--- src/rtl/draw_seq_pkg.sv ---
// Shared types and helpers for the draw phase sequencer.
package draw_seq_pkg;

    typedef enum logic [2:0] {
        ST_RESET     = 3'd0,
        ST_CHECK     = 3'd1,
        ST_COMP_HOLD = 3'd2,
        ST_SEL       = 3'd3,
        ST_SEL_HOLD  = 3'd4,
        ST_DONE      = 3'd5,
        ST_SKIP      = 3'd6
    } state_e;

    // Highest legal encoding; anything above it recovers to ST_RESET.
    localparam logic [2:0] ST_LAST = 3'd6;

    // Width of the shared hold/wait counter, sized for the largest load value.
    function automatic int cnt_width(input int comp_hold, input int sel_hold, input int wait_cycles);
        int m;
        m = 1;
        if (comp_hold > m) m = comp_hold;
        if (sel_hold > m) m = sel_hold;
        if (wait_cycles > m) m = wait_cycles;
        return $clog2(m + 1);
    endfunction

endpackage

--- src/rtl/draw_phase_sequencer_if.sv ---
// Control/strobe bundle between the sequencer and the drawing datapath.
interface draw_phase_sequencer_if #(
    parameter int LAYER_W = 1
);
    logic               en;
    logic               is_pixel;
    logic               refresh_comp;
    logic               refresh_select;
    logic [LAYER_W-1:0] layer_idx;
    logic               pixel_done;
    logic               pixel_skip;
    logic               busy;

    modport master (
        output en, is_pixel,
        input  refresh_comp, refresh_select, layer_idx, pixel_done, pixel_skip, busy
    );

    modport slave (
        input  en, is_pixel,
        output refresh_comp, refresh_select, layer_idx, pixel_done, pixel_skip, busy
    );
endinterface

--- src/rtl/draw_phase_sequencer_phase_counter.sv ---
// Loadable down-counter that stops at zero; shared by all hold and wait phases.
module phase_counter #(
    parameter int CNT_W = 1
) (
    input  logic             clk,
    input  logic             reset,
    input  logic             en,
    input  logic             load,
    input  logic [CNT_W-1:0] load_val,
    output logic             zero
);

    logic [CNT_W-1:0] count_q;
    logic [CNT_W-1:0] count_d;

    // Load has priority over decrement; the count never wraps below zero.
    always_comb begin
        count_d = count_q;
        if (en) begin
            if (load) begin
                count_d = load_val;
            end else if (count_q != '0) begin
                count_d = count_q - CNT_W'(1);
            end
        end
    end

    // Count register with synchronous reset.
    always_ff @(posedge clk) begin
        if (reset) begin
            count_q <= '0;
        end else begin
            count_q <= count_d;
        end
    end

    assign zero = (count_q == '0);

endmodule

--- src/rtl/draw_phase_sequencer.sv ---
// Per-pixel compare/select strobe sequencer with per-layer select phases.
module draw_phase_sequencer
    import draw_seq_pkg::*;
#(
    parameter int NUM_LAYERS  = 1,
    parameter int COMP_HOLD   = 1,
    parameter int SEL_HOLD    = 1,
    parameter int WAIT_CYCLES = 4,
    parameter int LAYER_W     = (NUM_LAYERS > 1) ? $clog2(NUM_LAYERS) : 1
) (
    input  logic                 clk,
    input  logic                 reset,
    draw_phase_sequencer_if.slave sif
);

    localparam int CNT_W = cnt_width(COMP_HOLD, SEL_HOLD, WAIT_CYCLES);

    state_e             state_q, state_d;
    logic [LAYER_W-1:0] layer_q, layer_d;
    logic               comp_q, comp_d;
    logic               sel_q, sel_d;
    logic               done_q, done_d;
    logic               skip_q, skip_d;
    logic               busy_q, busy_d;
    logic               cnt_load;
    logic [CNT_W-1:0]   cnt_val;
    logic               cnt_zero;

    phase_counter #(
        .CNT_W (CNT_W)
    ) u_phase_counter (
        .clk      (clk),
        .reset    (reset),
        .en       (sif.en),
        .load     (cnt_load),
        .load_val (cnt_val),
        .zero     (cnt_zero)
    );

    // Next state, layer and counter loads; everything holds while en is low.
    always_comb begin
        state_d  = state_q;
        layer_d  = layer_q;
        cnt_load = 1'b0;
        cnt_val  = '0;
        skip_d   = skip_q;
        if (sif.en) begin
            skip_d = 1'b0;
            case (state_q)
                ST_RESET: state_d = ST_CHECK;
                ST_CHECK: begin
                    if (sif.is_pixel) begin
                        state_d  = ST_COMP_HOLD;
                        cnt_load = 1'b1;
                        cnt_val  = CNT_W'(COMP_HOLD - 1);
                    end else begin
                        // The skip pulse lands in the cycle after the compare,
                        // whether that cycle is SKIP or another CHECK.
                        skip_d = 1'b1;
                        if (WAIT_CYCLES == 0) begin
                            state_d = ST_CHECK;
                        end else begin
                            state_d  = ST_SKIP;
                            cnt_load = 1'b1;
                            cnt_val  = (WAIT_CYCLES > 0) ? CNT_W'(WAIT_CYCLES - 1) : '0;
                        end
                    end
                end
                ST_COMP_HOLD: begin
                    if (cnt_zero) begin
                        state_d = ST_SEL;
                        layer_d = '0;
                    end
                end
                ST_SEL: begin
                    state_d  = ST_SEL_HOLD;
                    cnt_load = 1'b1;
                    cnt_val  = CNT_W'(SEL_HOLD - 1);
                end
                ST_SEL_HOLD: begin
                    if (cnt_zero) begin
                        if (layer_q != LAYER_W'(NUM_LAYERS - 1)) begin
                            layer_d = layer_q + LAYER_W'(1);
                            state_d = ST_SEL;
                        end else begin
                            state_d = ST_DONE;
                        end
                    end
                end
                ST_DONE: begin
                    layer_d = '0;
                    state_d = ST_CHECK;
                end
                ST_SKIP: begin
                    if (cnt_zero) state_d = ST_CHECK;
                end
                default: begin
                    state_d = ST_RESET;
                    layer_d = '0;
                end
            endcase
        end
        if (state_q > ST_LAST) begin
            state_d = ST_RESET;
            layer_d = '0;
            skip_d  = 1'b0;
        end
    end

    // Moore output flags decoded from the next state so they register with it.
    always_comb begin
        comp_d = (state_d == ST_CHECK);
        sel_d  = (state_d == ST_SEL);
        done_d = (state_d == ST_DONE);
        busy_d = !((state_d == ST_RESET) || (state_d == ST_CHECK));
    end

    // State, layer and registered output flags.
    always_ff @(posedge clk) begin
        if (reset) begin
            state_q <= ST_RESET;
            layer_q <= '0;
            comp_q  <= 1'b0;
            sel_q   <= 1'b0;
            done_q  <= 1'b0;
            skip_q  <= 1'b0;
            busy_q  <= 1'b0;
        end else begin
            state_q <= state_d;
            layer_q <= layer_d;
            comp_q  <= comp_d;
            sel_q   <= sel_d;
            done_q  <= done_d;
            skip_q  <= skip_d;
            busy_q  <= busy_d;
        end
    end

    // Strobes are suppressed while stalled so each fires once on resume.
    assign sif.refresh_comp   = comp_q & sif.en;
    assign sif.refresh_select = sel_q & sif.en;
    assign sif.pixel_done     = done_q & sif.en;
    assign sif.pixel_skip     = skip_q & sif.en;
    assign sif.layer_idx      = layer_q;
    assign sif.busy           = busy_q;

endmodule
--- src/flat_wrapper.sv ---
// flat-port wrapper written by rule: the top's interface ports become plain ports
module draw_phase_sequencer_flat import draw_seq_pkg::*;
#(
    parameter int NUM_LAYERS  = 1,
    parameter int COMP_HOLD   = 1,
    parameter int SEL_HOLD    = 1,
    parameter int WAIT_CYCLES = 4,
    parameter int LAYER_W     = (NUM_LAYERS > 1) ? $clog2(NUM_LAYERS) : 1
)
  (clk, reset, sif_en, sif_is_pixel, sif_refresh_comp, sif_refresh_select, sif_layer_idx, sif_pixel_done, sif_pixel_skip, sif_busy);
  draw_phase_sequencer_if #(.LAYER_W(LAYER_W)) sif_i ();
  input  logic clk;
  input  logic reset;
  input wire logic [$bits(sif_i.en)-1:0] sif_en;
  input wire logic [$bits(sif_i.is_pixel)-1:0] sif_is_pixel;
  output wire logic [$bits(sif_i.refresh_comp)-1:0] sif_refresh_comp;
  output wire logic [$bits(sif_i.refresh_select)-1:0] sif_refresh_select;
  output wire logic [$bits(sif_i.layer_idx)-1:0] sif_layer_idx;
  output wire logic [$bits(sif_i.pixel_done)-1:0] sif_pixel_done;
  output wire logic [$bits(sif_i.pixel_skip)-1:0] sif_pixel_skip;
  output wire logic [$bits(sif_i.busy)-1:0] sif_busy;
  assign sif_i.en = sif_en;
  assign sif_i.is_pixel = sif_is_pixel;
  assign sif_refresh_comp = sif_i.refresh_comp;
  assign sif_refresh_select = sif_i.refresh_select;
  assign sif_layer_idx = sif_i.layer_idx;
  assign sif_pixel_done = sif_i.pixel_done;
  assign sif_pixel_skip = sif_i.pixel_skip;
  assign sif_busy = sif_i.busy;
  draw_phase_sequencer #(.NUM_LAYERS(NUM_LAYERS), .COMP_HOLD(COMP_HOLD), .SEL_HOLD(SEL_HOLD), .WAIT_CYCLES(WAIT_CYCLES), .LAYER_W(LAYER_W)) u_core (.clk(clk), .reset(reset), .sif(sif_i));
endmodule
--- config.mk ---
export PLATFORM = sky130hd
export DESIGN_NAME = draw_phase_sequencer_flat
export DESIGN_NICKNAME = d
export VERILOG_FILES = /design/src/rtl/draw_seq_pkg.sv /design/src/rtl/draw_phase_sequencer_if.sv /design/src/rtl/draw_phase_sequencer_phase_counter.sv /design/src/rtl/draw_phase_sequencer.sv /design/src/flat_wrapper.sv
export SDC_FILE = /design/constraint.sdc
export NUM_CORES = 1
export LEC_CHECK = 0
export BUFFER_PORTS_ARGS = -buffer_cell sky130_fd_sc_hd__buf_2
export CELL_PAD_IN_SITES_DETAIL_PLACEMENT = 0
export CELL_PAD_IN_SITES_GLOBAL_PLACEMENT = 1
export CORE_MARGIN = 2
export CORE_UTILIZATION = 43
export CTS_CLUSTER_SIZE = 10
export DETAILED_ROUTE_END_ITERATION = 10
export GPL_TIMING_DRIVEN = 0
export PLACE_DENSITY = 0.9
export SYNTH_ARGS = -nofsm -noshare
export SYNTH_HDL_FRONTEND = slang
export SYNTH_SLANG_ARGS = --single-unit
--- constraint.sdc ---
create_clock -name clk -period 3.2 [get_ports clk]
set_input_delay 0.64 -clock clk [delete_from_list [all_inputs] [get_ports clk]]
set_output_delay 0.64 -clock clk [all_outputs]
set_load 0.05 [all_outputs]
Yosys cells after proc, flatten, opt, wreduce, memory -nomap -nowiden --
Index checks and enable logic that the tools add are counted.
Word-level totals: register bits after elaboration 12, latch bits 0, memory bits (writable) 0, bits in read-only memories 0, input bits 4, output and inout bits 6, memories 0
Cells by class: add/sub/neg operators 2, multiply operators 0, div/mod/pow operators 0, $lt $le $gt $ge 1, eq/ne operators 11, shifts and indexed selects 0, mux-type cells 20, bitwise logic cells 5, reductions and logical operators 13
Operator list (count):
- $mux W3 | 10
- $pmux W3 S6 | 1
- $eq A3 B3 Y1 const B | 4
- $eq A3 B2 Y1 const B | 3
- $logic_not A3 Y1 | 3
- $mux W1 | 7
- $eq A3 B1 Y1 const B | 2
- $reduce_or A2 Y1 | 3
- $and A1 B1 Y1 | 4
- $ne A2 B1 Y1 const B | 2
- $reduce_and A4 Y1 | 1
- $reduce_or A4 Y1 | 1
- $gt A3 B3 Y1 const B | 1
- $pmux W1 S3 | 1
- $reduce_bool A3 Y1 | 1
- $sub A3 B1 Y3 const B | 1
- $mux W2 | 1
- $reduce_and A2 Y1 | 1
- $reduce_bool A2 Y1 | 1
- $add A1 B1 Y1 const B | 1
- $logic_not A1 Y1 | 1
- $logic_or A1 B1 Y1 | 1
- $not A1 Y1 | 1

Depth between registers and ports, before layout --
Gate-level depths: netlist of the first run.
depth in word-level cells 8, depth in mapped cells 6, depth with buffers taken out 6

Cells and area by module --
Synthesis of the first run repeated with hierarchy kept, for this count alone.
Unflattened totals: cell total of the unflattened synthesis 80, area total of the unflattened synthesis 688.2 µm²
Modules (own cells, without submodules):
- draw_phase_sequencer | times used 1, cells an instance 56, area each 483.0 µm², seq. area each 160.2 µm²
- phase_counter | times used 1, cells an instance 24, area each 205.2 µm², seq. area each 60.1 µm²

Worst setup path before layout of the first run --
No wires, ideal clock.
path kind input-to-output, start input port sif_en, end output port sif_pixel_skip, data arrival time 1.193 ns, required time 2.560 ns, slack 1.367 ns, stages 2, path buffers 1, cell sequence buf_4 and2_1
Between the ends: word-level cells in the longest chain between the ends 1
Ends and longest elaborated chain:
- start: declaration | line flat_wrapper.sv:14 | input wire logic [$bits(sif_i.en)-1:0] sif_en;
- $and A1 B1 Y1 | line draw_phase_sequencer.sv:143 | assign sif.pixel_skip = skip_q & sif.en;
- end: declaration | line flat_wrapper.sv:20 | output wire logic [$bits(sif_i.pixel_skip)-1:0] sif_pixel_skip;
No other way between the ends.

Worst setup path after layout of the first run --
start input port sif_en, end output port sif_pixel_done
Between the ends: word-level cells in the longest chain between the ends 1
Ends and longest elaborated chain:
- $and A1 B1 Y1 | line draw_phase_sequencer.sv:142 | assign sif.pixel_done = done_q & sif.en;
- end: declaration | line flat_wrapper.sv:19 | output wire logic [$bits(sif_i.pixel_done)-1:0] sif_pixel_done;
No other way between the ends.

==> results of run 1 <==
==> cell usage after synthesis <==
master,n,area share (%)
a2111oi_0,1,1.3
a2111oi_2,1,2.3
a211o_1,1,1.3
a211oi_1,1,1.1
a21o_1,1,1.1
a21oi_1,7,5.3
a221oi_1,2,2.6
a22oi_1,1,1.1
a311oi_2,1,2.3
a31oi_1,1,0.94
a32o_1,1,1.5
and2_1,4,3.8
and2b_1,3,3.4
buf_2,2,1.5
buf_4,2,2.3
buf_6,2,3.4
clkbuf_1,1,0.56
conb_1,1,0.56
dfxtp_1,11,33
ha_1,2,3.8
inv_1,7,3.9
mux2i_1,2,3.0
nand2_1,3,1.7
nand2_4,1,1.7
nand3_1,2,1.5
nor2_1,4,2.3
nor2b_1,2,1.9
nor3b_1,1,1.1
nor4_1,1,0.94
o21ai_0,3,2.3
o21bai_1,1,1.1
o221a_1,1,1.7
or2b_1,1,1.1
or3b_1,1,1.3
xor2_1,1,1.3
==> registers in the layout, indices dropped and copies added, names as in the netlist <==
register	flops
u_core.comp_q	1
u_core.done_q	1
u_core.sel_q	1
u_core.sif.busy	1
u_core.skip_q	1
u_core.state_q	3
u_core.u_phase_counter.count_q	3
==> logic make-up (layout without fill, tap and decap cells) <==
family | count (synthesis) | count (layout) | synth area share, %
AO/OA/AOI/OAI | 23 | 23 | 25.9
XOR/XNOR | 1 | 1 | 1.32
buffers and inverters | 14 | 26 | 11.7
multiplexers | 2 | 2 | 3.01
adder cells (fa/ha/maj) | 2 | 2 | 3.76
other | 1 | 1 | 0.563
flip-flops | 11 | 11 | 33.1
AND/OR/NAND/NOR | 23 | 23 | 20.7
==> report_power, final <==
group | total [mW] | internal, mW | switching, mW
combinational | 0.122 | 0.0487 | 0.0733
clock | 0.0985 | 0.0483 | 0.0501
sequential | 0.155 | 0.150 | 0.00441
total | 0.375 | 0.247 | 0.128
==> final cells by class <==
| type | count | area (sq um) |
|---|---|---|
| Fill cell | 156 | 719 |
| Clock buffer | 4 | 26.3 |
| Buffer | 7 | 51.3 |
| Tap cell | 16 | 20.0 |
| Sequential cell | 11 | 220 |
| Timing Repair Buffer | 8 | 40.0 |
| Multi-Input combinational cell | 52 | 368 |
| Inverter | 7 | 26.3 |
==> through the flow <==
| stage | hold WS, ps | util, % | cells | setup WS (ps) |
|---|---|---|---|---|
| after floorplan | 456 | - | 77 | 1370 |
| after global placement | 467 | 49.3 | 101 | 1180 |
| after detailed placement | 482 | 49.3 | 101 | 1180 |
| after CTS | 492 | 51.1 | 105 | 1180 |
| after global routing | 566 | 51.1 | 105 | 1140 |
| final | 492 | 51.1 | 105 | 1180 |
==> tightest hold or removal path, delay by kind of cell (launching register included) <==
| kind | cells | cell delay (ps) |
|---|---|---|
| flip-flops | 1 | 300 |
| buffers and inverters | 1 | 70 |
| AO/OA/AOI/OAI | 1 | 70 |
==> metal layers <==
| metal | wire length [microns] | share of wire, % |
|---|---|---|
| met4 | 30 | 2.3 |
| met3 | 35 | 2.6 |
| met1 | 642 | 48 |
| met5 | 0 | 0 |
| met2 | 624 | 47 |
==> worst max path at each step <==
stage | startpoint | end | slack, ps
6_report | sif_en | sif_pixel_done | 1180
5_1_grt | sif_en | sif_pixel_done | 1140
4_1_cts | sif_en | sif_pixel_done | 1180
3_5_place_dp | sif_en | sif_pixel_done | 1180
3_3_place_gp | sif_en | sif_refresh_comp | 1180
2_1_floorplan | sif_en | sif_pixel_skip | 1370
==> summary.txt, run 1 <==
Power
  • Maximum vdd ir drop: roughly 0.25 mV
  • P per Cell Area: 499 mW/mm^2
  • Pleak: approximately 0.34 nW
  • Power consumption: 0.375 mW

Synthesis
  • #FFs+latches synth: 11
  • Syn_nets: 83
  • Mapped cell area: ~670 sq um
  • YS warnings: 0
  • Post-synth cell types: 35
  • Avg Cell Area, Syn: 8.64 sq um
  • Seq/Total Area, Yosys: 33.1%
  • Cell count after synthesis: 77

Place
  • DPL Wire Length: 959 microns
  • GPL Wtd Cong: 0.746
  • I/O Buffers: 8
  • Post-DP Area: 726 sq um

Die
  • Row cnt: 14
  • Die area: 0.00188 sq mm
  • Core Box Area: 0.00147 sq mm
  • Die Y-Extent: 43.3 microns
  • Starting Density: 45.2%
  • # IOs: 10
  • Die width: 43.3 microns

Hold path
  • Hold Path Sink: u_core.u_phase_counter.count_q[1]
  • Worst Hold Class: reg2reg
  • Hold Path Origin: u_core.u_phase_counter.count_q[1]
  • Hold depth: 2

Timing
  • Final count of pins violating max slew: 0
  • Final min period: 2020 ps
  • Worst-Margin Slew: a little over 500 ps
  • Unrepaired setup endpoints after global routing: false
  • Max-Slew Margin vs Limit: 65.7%
  • Peak Freq: 496 MHz
  • Setup violators final: 0
  • Final Cycle Share: a little over three fifths
  • Hold violation count in the final report: 0
  • Setup_tns: 0 ps
  • Clock Skew: 3.14 ps

CTS
  • H-tree depth: 1
  • Num CTS Buffers: 3
  • Worst skew pair latency: 270 ps
  • TritonCTS clock tree: built
  • # Post-CTS Setup Buffers: 0
  • Root Buffer: clkbuf_4
  • Clk slew on worst S/H paths: around 70 ps
  • Clock Path Buffers: 2
  • Post_cts resized: 0
  • Hold Buf Count CTS: 0
  • Sink count of the clock tree: 11

Critical path
  • Worst path bufs/invs: 3
  • Max incr delay on CP: 250 ps
  • Reg-to-reg startpoint: u_core.u_phase_counter.count_q[0]
  • Crit end category: primary output
  • Critical path arrival: 1380 ps
  • FF-to-FF End: u_core.u_phase_counter.count_q[2]
  • Reg-to-reg setup timing slack: 1630 ps
  • Worst path top cell family by delay: buffers and inverters
  • Max stage delay cell, worst path: buf_2
  • R2R cell count: 6
  • Most used cell, CP: buf_2
  • WP data required: 2560 ps
  • CP cell instances: buf_2 -> buf_4 -> and2_1 -> buf_2
  • Crit path max fanout: 10
  • Type of the worst setup path: in2out
  • CP Launch Type: input port
  • Crit path depth: 4

Route
  • Post-route ant nets: 0
  • Iter 0 DRT Violations: 13
  • Total number of vias: 571
  • Drt drc: 0
  • Via/cell ratio: 5.44
  • WL/cell: 12.7 microns
  • Routed WL: 1330 microns
  • Pre-antenna DRT Iters: 4

Finish
  • Fraction of layout cells with a size suffix above 1: 22.5%
  • Net count reported at finish: between 90 and 100
  • Area Overhead vs Synth: 13.0%
  • Final Instance Area: 752 sq um
  • Most frequent cells in the layout: dfxtp_1 (11), buf_2 (10), inv_1 (7), a21oi_1 (7)
  • Ant. Diodes: 0
  • Most common cell after layout, fill and taps aside: dfxtp_1

Global routing
  • M2 GR Usage: between 20% and 30%
  • Busiest grt layer: met2
  • First-pass GRT wire length: 2290 microns
  • Antenna violations before repair: 0
  • Final global-route overflow total: 0
  • GRT met3 Usage: 2.50%
  • M1 GR Usage: between 20 and 25%
  • Total GRT Usage: ~16%
  • Vias in the first global route: 521
  • Largest net degree at the start of global routing: 11

Outcome
  • Status: finished clean

Job
  • Max Cap Viol: 0
Note: power is estimated with default switching activity, not from simulation.
==> inputs of run 2 (changes only) <==
--- a/config.mk
+++ b/config.mk
@@ -5,15 +5,16 @@
 export SDC_FILE = /design/constraint.sdc
 export NUM_CORES = 1
 export LEC_CHECK = 0
+export ABC_AREA = 1
 export BUFFER_PORTS_ARGS = -buffer_cell sky130_fd_sc_hd__buf_2
 export CELL_PAD_IN_SITES_DETAIL_PLACEMENT = 0
 export CELL_PAD_IN_SITES_GLOBAL_PLACEMENT = 1
 export CORE_MARGIN = 2
-export CORE_UTILIZATION = 43
+export CORE_UTILIZATION = 37
 export CTS_CLUSTER_SIZE = 10
 export DETAILED_ROUTE_END_ITERATION = 10
 export GPL_TIMING_DRIVEN = 0
-export PLACE_DENSITY = 0.9
+export PLACE_DENSITY = 0.85
 export SYNTH_ARGS = -nofsm -noshare
 export SYNTH_HDL_FRONTEND = slang
 export SYNTH_SLANG_ARGS = --single-unit
==> constraint.sdc (replaced) <==
create_clock -name clk -period 2 [get_ports clk]
set_input_delay 0.4 -clock clk [delete_from_list [all_inputs] [get_ports clk]]
set_output_delay 0.4 -clock clk [all_outputs]
set_load 0.05 [all_outputs]
==> run 2 against run 1 <==
Against the previous run:
- final area decreased by 3.0%
- flip-flop and latch count unchanged
- power increased by 72%
- first-iteration DRC count decreased by 31%
- clock power increased by 46%
- register-to-register slack got worse by 1100 ps
- final cell count increased by 22%
- area after synthesis decreased by 3.6%
- die area increased by 11%
- clock skew decreased by 0.78 ps
- critical path type is now reg2reg
- highest routed layer unchanged
==> summary.txt, run 2 <==
Route
  • Via/cell ratio: 4.70 (-14%)
  • Routed WL: 1220 microns (-8.6%)
  • Pre-antenna DRT Iters: 4 (unchanged)
  • Total number of vias: 601 (+5.3%)
  • Drt drc: 0 (unchanged)
  • Iter 0 DRT Violations: 9 (-4)
  • WL/cell: 9.52 microns (-25%)
  • Post-route ant nets: 0 (unchanged)

Die
  • Die Y-Extent: 45.7 microns (+5.3%)
  • Die width: 45.7 microns (+5.3%)
  • # IOs: 10 (unchanged)
  • Starting Density: 38.4% (-6.8 points)
  • Core Box Area: 0.00167 sq mm (+14%)
  • Die area: 0.00208 sq mm (+11%)
  • Row cnt: 15 (+1)

Timing
  • Final count of pins violating max slew: 0 (unchanged)
  • Unrepaired setup endpoints after global routing: false
  • Hold violation count in the final report: 0 (unchanged)
  • Setup violators final: 0 (unchanged)
  • Setup_tns: 0 ps (unchanged)
  • Peak Freq: 670 MHz
  • Final Cycle Share: 74.6%
  • Clock Skew: 2.36 ps (-0.780 ps)
  • Final min period: 1490 ps
  • PnR worst setup slack: 508 ps (-676 ps)
  • Hold Slack: 346 ps (-146 ps)

Global routing
  • Largest net degree at the start of global routing: 11 (unchanged)
  • Antenna violations before repair: 0 (unchanged)
  • First-pass GRT wire length: 2020 microns (-12%)
  • Vias in the first global route: 522 (+0.19%)
  • Total GRT Usage: 13.3% (-3.1 points)
  • Final global-route overflow total: 0 (unchanged)

CTS
  • Root Buffer: clkbuf_4
  • H-tree depth: 1 (unchanged)
  • Sink count of the clock tree: 11 (unchanged)
  • Num CTS Buffers: 3 (unchanged)
  • Hold Buf Count CTS: 0 (unchanged)
  • Clock Path Buffers: 2 (unchanged)
  • Post_cts resized: 0 (unchanged)
  • # Post-CTS Setup Buffers: 0 (unchanged)
  • Worst skew pair latency: 260 ps (about the same)
  • Clk slew on worst S/H paths: 70 ps (about the same)
  • TritonCTS clock tree: built

Power
  • Sequential fraction of design power: 42.2% (+1.0 points)
  • Pleak: 0.418 nW (+23%)
  • Comb power frac: 35.5% (+3.0 points)
  • Cell-internal power: 0.411 mW (+66%)
  • P per Cell Area: 886 mW/mm^2 (+78%)
  • Clock power share: 22.3% (-3.9 points)
  • Maximum vdd ir drop: 0.517 mV (+100%)
  • Net switching power: 0.236 mW (+84%)
  • Sw Ratio: 36.4% (+2.4 points)

Hold path
  • Hold Path Sink: u_core.state_q[1]
  • Hold Path Origin: reset
  • Hold depth: 2 (unchanged)
  • Worst Hold Class: in2reg

Synthesis
  • Synth top cells by count: nand2_1 (20), inv_1 (15), nor2_1 (15)
  • #FFs+latches synth: 11 (unchanged)
  • Seq/Total Area, Yosys: 34.3% (+1.2 points)
  • Syn_nets: 105 (+27%)
  • Count leader, synth: nand2_1
  • Top_reg_cell synth: dfxtp_1
  • FFs w/ async S/R, synth: 0% (unchanged)
  • Dominant cells by area after synthesis: dfxtp_1 (34%), nand2_1 (12%), inv_1 (8.8%), nor2_1 (8.8%), a21oi_1 (3.9%)
  • Post-synth cell types: 20 (-43%)
  • YS warnings: 0 (unchanged)
  • Post-synth top area share: 34.3% (+1.2 points)
  • Post-synth EDFFs: 0 (unchanged)
  • Avg Cell Area, Syn: 6.48 sq um (-25%)
  • Cell count after synthesis: 99 (+29%)
  • Mapped cell area: 642 sq um (-3.6%)
  • Cell taking the most area after synthesis: dfxtp_1

Critical path
  • Crit end category: register
  • Type of the worst setup path: reg2reg
  • Crit path max fanout: 3 (-7)
  • Reg-to-reg setup timing slack: 510 ps (-1120 ps)
  • R2R cell count: 6 (unchanged)
  • WP data required: 2150 ps (-410 ps)
  • CP Launch Type: register
  • Reg-to-reg startpoint: u_core.u_phase_counter.count_q[0]
  • Critical path arrival: 1640 ps (+260 ps)
  • FF-to-FF End: u_core.u_phase_counter.count_q[1]

Job
  • Max Cap Viol: 0 (unchanged)

Finish
  • Ant. Diodes: 0 (unchanged)
  • Fraction of layout cells with a size suffix above 1: 24.3% (+1.9 points)
  • Most common cell after layout, fill and taps aside: nand2_1
  • Net count reported at finish: 118 (+23%)
  • Post-Layout Cell Count: 128 (+22%)
  • Top flop regs: u_core.state_q (3), u_core.u_phase_counter.count_q (3)
  • Area Overhead vs Synth: 13.6%
  • Most frequent cells in the layout: nand2_1 (20), inv_1 (15), nor2_1 (15)
  • Final Instance Area: 729 sq um (-3.0%)

Place
  • I/O Buffers: 8 (unchanged)
  • GPL Wtd Cong: 0.843 (+13%)
  • DPL Wire Length: 954 microns (-0.54%)
  • Post-DP Area: 703 sq um (-3.1%)
  • DP Worst Slack: 499 ps (-682 ps)
  • Placed Cells: 124 (+23%)

Outcome
  • Status: finished clean
-- run 2: cell count changes in the layout (fill, tap and decap cells not counted), moves of 3 or more --
cell     delta
and2b_1     -3
inv_2       +5
inv_1       +8
nor2_1     +11
o21ai_1     +4
nand2_2     +4
nand2_1    +17
and2_1      -4
-- run 2: layer usage --
layer	wire length [microns]	global-route usage, %	vias to the layer above
li1	-	-	325
met3	27	1.19	4
met2	566	20.6	7
met1	614	18.1	265
met4	11	7.06	0
met5	0	0	-
-- run 2: worst max-delay path, stage by stage (launching register included) --
cell and delay, ps:
dfxtp_1 330, inv_1 60, ha_1 200, ha_1 220
or2_2 320, a21oi_1 170, a21oi_1 90
-- run 2: logic make-up after synthesis --
| family | synth area share, % |
|---|---|
| AOI/OAI and AO/OA | 15.0 |
| adders and majority gates | 3.90 |
| buffers and inverters | 13.6 |
| DFF | 34.3 |
| other | 0.584 |
| and+or+nand+nor | 32.6 |
-- run 2: power groups by stage --
stage          clock network [mW]  registers, mW  logic (mW)
6_report                    0.144          0.273       0.230
5_1_grt                     0.161          0.277       0.263
4_1_cts                     0.149          0.272       0.233
3_5_place_dp                    0          0.277       0.232
3_3_place_gp                    0          0.275       0.227
2_1_floorplan                   0          0.282       0.181
-- run 2: area by class of cell --
| cell class | count | area, sq um |
|---|---|---|
| Buffer | 2 | 12.5 |
| Tap cell | 17 | 21.3 |
| Clock buffer | 4 | 26.3 |
| Timing Repair Buffer | 8 | 40.0 |
| Sequential cell | 11 | 220 |
| Fill cell | 184 | 941 |
| Multi-Input combinational cell | 66 | 334 |
| Inverter | 20 | 75.1 |
-- run 2: worst max path at each step --
stage                                                 start                           endpoint  depth (start not counted)
final                     u_core.u_phase_counter.count_q[0]  u_core.u_phase_counter.count_q[1]                          6
after global routing      u_core.u_phase_counter.count_q[0]  u_core.u_phase_counter.count_q[0]                          7
after CTS                 u_core.u_phase_counter.count_q[0]  u_core.u_phase_counter.count_q[1]                          6
after detailed placement  u_core.u_phase_counter.count_q[0]  u_core.u_phase_counter.count_q[1]                          6
after global placement    u_core.u_phase_counter.count_q[0]  u_core.u_phase_counter.count_q[0]                          6
after floorplan           u_core.u_phase_counter.count_q[0]  u_core.u_phase_counter.count_q[2]                          7
-- run 2: through the flow --
stage / util (%) / power [mW]
5_1_grt: 43.7 / 0.702
6_report: 43.7 / 0.646
2_1_floorplan: - / 0.463
3_3_place_gp: 42.1 / 0.503
4_1_cts: 43.7 / 0.655
3_5_place_dp: 42.1 / 0.509
